==> src/rtl/ripple_count_capture.sv <==
// Brings an asynchronous ripple-counter bus into the clk domain, filters ripple glitches
// and extends it with a wrap count; accept lands STABLE+1 edges after q_in settles.
module ripple_count_capture #(
   parameter int WIDTH  = 4,
   parameter int EXT    = 4,
   parameter int STABLE = 2
) (
   input  logic                   clk,
   input  logic                   rst,
   input  logic [WIDTH-1:0]       q_in,
   input  logic                   clr,
   input  logic [WIDTH+EXT-1:0]   thresh,
   output logic [WIDTH+EXT-1:0]   count,
   output logic                   valid,
   output logic                   wrap,
   output logic                   err,
   output logic                   match
);

   localparam int STAB_W = (STABLE > 2) ? $clog2(STABLE) : 1;
   localparam logic [STAB_W-1:0] STAB_MAX = STAB_W'(STABLE - 1);

   logic [WIDTH-1:0]  s1_q, s2_q, s3_q;
   logic [STAB_W-1:0] stab_q, stab_d;
   logic [WIDTH-1:0]  acc_q, acc_d;
   logic [EXT-1:0]    ext_q, ext_d;
   logic              valid_q, valid_d;
   logic              wrap_q, wrap_d;
   logic              err_q, err_d;
   logic              match_q, match_d;

   logic              same;
   logic              stab_ok;
   logic              accept;
   logic [WIDTH-1:0]  acc_inc;

   assign same    = (s2_q == s3_q);
   assign acc_inc = acc_q + 1'b1;

   // With STABLE == 2 the s2/s3 equality alone is the whole filter.
   if (STABLE <= 2) begin : g_stab_min
      assign stab_ok = 1'b1;
   end else begin : g_stab_cmp
      assign stab_ok = (stab_q >= STAB_W'(STABLE - 2));
   end

   assign accept = same && stab_ok && (s2_q != acc_q) && !clr;

   always_comb begin
      stab_d  = stab_q;
      acc_d   = acc_q;
      ext_d   = ext_q;
      valid_d = 1'b0;
      wrap_d  = 1'b0;
      err_d   = err_q;
      match_d = ({ext_q, acc_q} >= thresh);

      if (!same) begin
         stab_d = '0;
      end else if (stab_q != STAB_MAX) begin
         stab_d = stab_q + 1'b1;
      end

      // clr rebaselines on whatever is in s2, absorbing a coincident accept.
      if (clr) begin
         acc_d = s2_q;
         ext_d = '0;
         err_d = 1'b0;
      end else if (accept) begin
         acc_d   = s2_q;
         valid_d = 1'b1;
         if (s2_q < acc_q) begin
            ext_d  = ext_q + 1'b1;
            wrap_d = 1'b1;
         end
         if (s2_q != acc_inc) begin
            err_d = 1'b1;
         end
      end
   end

   always_ff @(posedge clk or posedge rst) begin
      if (rst) begin
         s1_q    <= '0;
         s2_q    <= '0;
         s3_q    <= '0;
         stab_q  <= '0;
         acc_q   <= '0;
         ext_q   <= '0;
         valid_q <= 1'b0;
         wrap_q  <= 1'b0;
         err_q   <= 1'b0;
         match_q <= 1'b0;
      end else begin
         s1_q    <= q_in;
         s2_q    <= s1_q;
         s3_q    <= s2_q;
         stab_q  <= stab_d;
         acc_q   <= acc_d;
         ext_q   <= ext_d;
         valid_q <= valid_d;
         wrap_q  <= wrap_d;
         err_q   <= err_d;
         match_q <= match_d;
      end
   end

   assign count = {ext_q, acc_q};
   assign valid = valid_q;
   assign wrap  = wrap_q;
   assign err   = err_q;
   assign match = match_q;

endmodule

==> config.mk <==
export PLATFORM = sky130hd
export DESIGN_NAME = ripple_count_capture
export DESIGN_NICKNAME = d
export VERILOG_FILES = /design/src/rtl/ripple_count_capture.sv
export SDC_FILE = /design/constraint.sdc
export NUM_CORES = 1
export LEC_CHECK = 0
export CAP_MARGIN = 20
export CORE_MARGIN = 3
export CORE_UTILIZATION = 56
export CTS_BUF_LIST = sky130_fd_sc_hd__clkbuf_4 sky130_fd_sc_hd__clkbuf_8
export DETAILED_ROUTE_END_ITERATION = 10
export PLACE_DENSITY = 0.87
export SLEW_MARGIN = 15
export SYNTH_ARGS = -nofsm -noshare
export SYNTH_HDL_FRONTEND = slang
export SYNTH_SLANG_ARGS = --single-unit
export TNS_END_PERCENT = 50
==> constraint.sdc <==
create_clock -name clk -period 4 [get_ports clk]
set_input_delay 0.8 -clock clk [delete_from_list [all_inputs] [get_ports clk]]
set_output_delay 0.8 -clock clk [all_outputs]
set_load 0.01 [all_outputs]
==> run_results.csv <==
group,metric,value,unit
global_routing,grt_start_max_net_pins,25,
setup_path,rr_startpoint,"acc_q[2]$_DFFE_PP0P_",
drt,dr.pass1.iters,2,
clock_tree,worst_setup_hold_path_clk_slew,0.13,ns
global_routing,number_of_antenna_violations_at_the_first_check_in_global_routing,0,
clock_tree,htreeDepth,1,
cells_and_area,num-fill-cells,143,
sta,clock_skew,0.00176,ns
die,num_io_pins,27,
drt,wl_per_cell,14.0,µm
yosys,synth_cell_type_count,31,
place,preCtsSetupSlack,1.69,ns
global_routing,track_usage,19.6,%
cells_and_area,layout-area-overhead-vs-synth,26.2,%
cells_and_area,layout_cell_share_with_drive_strength_beyond_1,8.03,%
place,placed_area,0.00152,mm²
pwr,clkPwrFrac,24.7,%
setup_path,critPathKind,"flop to primary output",
clock_tree,post_cts.resized_instances,0,
cells_and_area,final_cell_mix,"26 x sky130_fd_sc_hd__clkdlybuf4s50_1, 24 x sky130_fd_sc_hd__dfrtp_1, 15 x sky130_fd_sc_hd__inv_1, 14 x sky130_fd_sc_hd__ha_1, 7 x sky130_fd_sc_hd__xnor2_1",
drt,remaining_drc_errors,0,
place,gp_routability_congestion,0.797,
yosys,synth.yosys.warnings,0,
clock_tree,clock_latency,0.31,ns
die,die_x,52.9,µm
sta,timing.fmax,0.465,GHz
sta,hold_viol_final,0,
global_routing,grt_first_pass_wirelength,3870,µm
sta,setup_violations,0,
drt,total_routed_wirelength,2300,µm
status,status,"complete, no violations",
pwr,sequentialPowerShare,53.3,%
pwr,power_per_cell_area,325,mW/mm²
clock_tree,cts_hold_buffers,0,
yosys,post_synth_main_area_contributors,"sky130_fd_sc_hd__dfrtp_1 49%, sky130_fd_sc_hd__ha_1 14%, sky130_fd_sc_hd__xnor2_1 5.0%, sky130_fd_sc_hd__inv_1 4.6%, sky130_fd_sc_hd__mux2_2 3.7%",
yosys,edff_count_synth,0,
clock_tree,clock_path_buffers,2,
setup_path,worst_path_dominant_cell_family,"buffers and inverters",
drt,detailroute.via_count,905,
die,core_area,0.00202,mm²
sta,timing.setup.tns,0,ns
pwr,share_comb_of_total_power,22.0,%
yosys,synthCells,109,
run,maxCapViolations,0,
sta,unrepaired_setup_endpoints_after_global_routing,"false",
cells_and_area,layout.cells.most_common,"sky130_fd_sc_hd__clkdlybuf4s50_1",
sta,max_slew_margin,41.9,%
setup_path,crit_arrival,1.35,ns
pwr,intPower,0.370,mW
yosys,ys_async_sr_fraction,100,%
die,start_util,61.0,%
sta,finalCriticalPeriod,2.15,ns
sta,fin_crit_sh,53.8,%
setup_path,path_buf_inv,1,
sta,maxSlewViolCount,0,
cells_and_area,num_antenna_cells,0,
global_routing,grt_pass1_vias,883,
clock_tree,cts_post_setup_buffers_inserted,0,
cells_and_area,final_nets,167,
setup_path,cp_slowest_cell,"sky130_fd_sc_hd__clkdlybuf4s50_1",
die,floorplan.die.height,52.9,µm
yosys,synth_seq_cells,24,
place,port-buffer-count,26,
clock_tree,cts_tree,"yes",
yosys,mappedNetlistNets,138,
worst_hold_path,holdCritPathClass,"flop to flop",
drt,detail_route.vias_per_cell,5.52,
sta,worstMarginPinSlew,0.871,ns
drt,drt_first_iter_violations,5,
clock_tree,clock_sink_count,24,
setup_path,end_kind,"primary output",
drt,ant_nets,0,
pwr,static-leakage-power,0.721,nW
pwr,switching_power,0.136,mW
yosys,postSynth.topFlopCell,"sky130_fd_sc_hd__dfrtp_1",
worst_hold_path,min_from,"s1_q[1]$_DFF_PP0_",
pwr,swShare,26.9,%
yosys,netlist.area_leader.share,48.7,%
setup_path,max_stage_delay,0.58,ns
cells_and_area,layout.cell_area.non_filler,0.00156,mm²
setup_path,critical_path.startpoint,"ext_q[0]$_DFFE_PP0P_",
setup_path,cp_max_fo,6,
clock_tree,cts.root.buffer_cell,"sky130_fd_sc_hd__clkbuf_4",
place,place_hpwl,1840,µm
setup_path,worst_ep_required_time,3.20,ns
global_routing,total_gr_overflow,0,
clock_tree,cts-buffers-inserted,3,
die,rows,16,
setup_path,launching_element_type_of_the_critical_path,"flop",
yosys,synth_seq_area_share,48.7,%
setup_path,path_cells,"clkdlybuf4s50_1",
yosys,yosys.area.top_type,"sky130_fd_sc_hd__dfrtp_1",
yosys,post_synthesis_instance_area,0.00123,mm²
pwr,max-vdd-ir-drop,0.284,mV
sta,postLayoutSetupSlackWorst,1.85,ns
yosys,syn_area_per_cell,11.3,µm²
setup_path,r2r_setup_slack,1.96,ns
die,die_area,0.00280,mm²
==> metrics by stage <==
stage / instances / hold slack, ns / util [%] / power [mW]
2_1_floorplan: 109 / 0.331 / - / 0.342
3_3_place_gp: 160 / 0.332 / 75.2 / 0.380
3_5_place_dp: 160 / 0.336 / 75.2 / 0.387
4_1_cts: 164 / 0.366 / 77.0 / 0.511
5_1_grt: 164 / 0.383 / 77.0 / 0.540
6_report: 164 / 0.363 / 77.0 / 0.506
==> power by group through the flow <==
stage                     registers, mW  logic (mW)  clock network (mW)
after floorplan                   0.274      0.0672                   0
after global placement            0.274       0.106                   0
after detailed placement          0.274       0.112                   0
after CTS                         0.270       0.113               0.128
after global routing              0.272       0.127               0.142
final                             0.270       0.111               0.125
==> cell usage after synthesis (all sizes together) (3+ instances only) <==
library cell / n
nand3: 3
xnor2: 7
ha: 14
inv: 15
a21oi: 7
nand2b: 3
nor3: 4
dfrtp: 24
mux2: 4
==> metal layers <==
layer  wire, µm  track usage [%]  vias up
met2       1170             34.9       23
met4         42             7.66        0
li1           -                -      436
met5          0                0        -
met3        108             4.79        6
met1        978             22.4      440
==> cells by family after synthesis <==
group	share of synthesized area [%]
and+or+nand+nor	12.3
DFF	48.7
buffers and inverters	5.17
AOI/OAI and AO/OA	8.01
adders and majority gates	14.2
xor gates and xnor gates	6.39
muxes	5.27
==> final timing paths <==
kind	endpoint	depth (start not counted)
max	count[4]	1
min	s2_q[1]$_DFF_PP0_	0
max reg2reg	ext_q[3]$_DFFE_PP0P_	6
min reg2reg	s2_q[1]$_DFF_PP0_	0
max in group asynchronous	err$_DFFE_PP0P_	2
min in group asynchronous	valid$_DFF_PP0_	2
==> layout make-up <==
cell class | count | area, µm² | area share (%)
inverter | 15 | 56.3 | 3.62
sequential | 24 | 601 | 38.6
clock buffer | 4 | 36.3 | 2.33
multi-input combinational | 68 | 569 | 36.6
tap | 27 | 33.8 | 2.17
timing repair buffer | 26 | 260 | 16.7
==> worst register-to-register path: cells and delay by family (launching register included) <==
kind	cells	cell delay (ns)
flops	1	0.46
compound gates	2	0.40
mux	1	0.37
fa+ha+maj	1	0.33
simple gates	1	0.30
buf+inv	1	0.07
==> state kept, by name (all words and copies together) (netlist names) <==
| signal | flops |
|---|---|
| s3_q | 4 |
| match | 1 |
| ext_q | 4 |
| wrap | 1 |
| s2_q | 4 |
| acc_q | 4 |
| s1_q | 4 |
| err | 1 |
| valid | 1 |
No activity file was read; power rests on OpenSTA's default activity.
==> RTL change (same flow settings) <==
Take the reset off `s2_q` and load it in a clocked block of its own.
--- a/src/rtl/ripple_count_capture.sv
+++ b/src/rtl/ripple_count_capture.sv
@@ -82,7 +82,6 @@
    always_ff @(posedge clk or posedge rst) begin
       if (rst) begin
          s1_q    <= '0;
-         s2_q    <= '0;
          s3_q    <= '0;
          stab_q  <= '0;
          acc_q   <= '0;
@@ -93,7 +92,6 @@
          match_q <= 1'b0;
       end else begin
          s1_q    <= q_in;
-         s2_q    <= s1_q;
          s3_q    <= s2_q;
          stab_q  <= stab_d;
          acc_q   <= acc_d;
@@ -105,6 +103,10 @@
       end
    end
 
+   always_ff @(posedge clk) begin
+      s2_q <= s1_q;
+   end
+
    assign count = {ext_q, acc_q};
    assign valid = valid_q;
    assign wrap  = wrap_q;
Check against the original RTL: same outputs for any inputs over 10 cycles, from zero or initial values and one cycle with rst high; that may be too few to reach the edited logic, so the function may still have changed.
==> RTL change against the original RTL <==
- sequential share of layout area fell by 0.80 points
- clock skew rose by 0.0063 ns
- die area fell by 1.4%
- highest routed layer unchanged
- area after synthesis fell by 1.6%
- sequential cell count did not move
- critical path depth did not move
- worst setup slack got worse by 0.039 ns
- wire length rose by 4.0%
- power rose by 0.67%
- sequential power barely moved
- count of clock-buffer cells in the layout did not move
- cell area fell by 1.3%
==> RTL change: results (changes against the original RTL) <==
logic_synthesis:
  synthXorXnorAreaFrac_pct: 6.49  # +0.11 points
  synthMuxAreaShare_pct: 5.36  # +0.087 points
  synthArstFlopShare_pct: 83.3  # -17 points
  synth_edf_count: 0  # unchanged
  synth_top_cells_by_area: "dfrtp_1 (41%), ha_1 (14%), dfxtp_1 (6.6%)"
  synth_fa_ha_area_share_pct: 14.4  # +0.23 points
  yosysSeqAreaShare_pct: 47.8  # -0.85 points
  synth_common_cells: "dfrtp_1 (20), inv_1 (15), ha_1 (14), xnor2_1 (7), a21oi_1 (6)"
  synth.distinct_cells: 32  # +3.2%
  synth_compound_area_share_pct: 8.14  # +0.13 points
status:
  outcome: "finished, final reports clean"
setup_path:
  critPathArrivalTime_ns: 1.39  # +0.04 ns
  rrSetupSlack_ns: 1.88  # -0.08 ns
  path_delay_family: "buffers and inverters"
  critPathMaxFanout: 5  # -1
clock_tree:
  ctsRootBufferMaster: "clkbuf_4"
  clk_latency_ns: 0.32
min_path:
  worst_hold_path.endpoint: "s2_q[1]"
grt:
  grt_pass1_wl_um: 4030  # +4.1%
  grtUsageTotal_pct: 20.2  # +0.54 points
  grt_max_degree: 21  # -16%
  grt_pass1_vias: 926  # +4.9%
routing:
  dr.pass1.iters: 4  # +2
  dr_wl_met3_um: 117  # +8.3%
  vias: 904  # -0.11%
  maxUsedRoutingLayer: "met4"
  wirelength_um: 2390  # +4.0%
  drt_iter0_markers: 7  # +2
  wl_met1_um: 1070  # +8.9%
cells_and_area:
  fill_cells: 150  # +4.9%
  multi_input_area_share_pct: 37.1  # +0.48 points
  clock_area_share_pct: 2.36  # +0.030 points
  bufAreaShareNonClock_pct: 16.9  # +0.22 points
  seq_cells: 24  # unchanged
  seq_share_pct: 37.8  # -0.80 points
placement:
  gp_congestion: 0.843  # +5.8%
  pre_cts_slack_ns: 1.71  # +0.0186 ns
  hpwl_um: 1820  # -1.1%
sta:
  finClkSkew_ns: 0.00803  # +0.00627 ns
  max-slew-margin-rel_pct: 49.5  # +7.6 points
  whs_ns: 0.355  # -0.00786 ns
power_and_ir_drop:
  peakVddDrop_v: 0.000313  # +10%
  p_sw_uw: 140  # +2.5%
  p_seq_share_pct: 52.9  # -0.4 points
  p_leak_uw: 0.000708  # -1.8%
  power_density_nw_per_um2: 331  # +2.0%
RTL change: cell types whose count changed in the layout (fill, tap and decap cells not counted):
cell,delta
dfxtp_1,+4
dfrtp_1,-4
RTL change: through the flow:
step	instance area [µm²]	util (%)	instances
final	1540	76.8	164
after floorplan	1210	-	109
after global placement	1500	74.9	160
after CTS	1540	76.8	164
after global routing	1540	76.8	164
after detailed placement	1500	74.9	160
RTL change: worst max-delay path by stage:
stage	startpoint	end	slack, ns	cells after the start
6_report	ext_q[1]	count[5]	1.81	1
3_5_place_dp	thresh[4]	match	1.71	7
3_3_place_gp	thresh[0]	match	1.76	6
4_1_cts	ext_q[1]	count[5]	1.82	1
2_1_floorplan	acc_q[3]	ext_q[3]	2.08	6
5_1_grt	acc_q[2]	ext_q[3]	1.74	6
RTL change: routing by layer:
layer / up-vias / global-route usage, %
met4: 0 / 8.09
met2: 27 / 34.5
met1: 432 / 24.6
li1: 441 / -
met3: 4 / 3.99
met5: - / 0
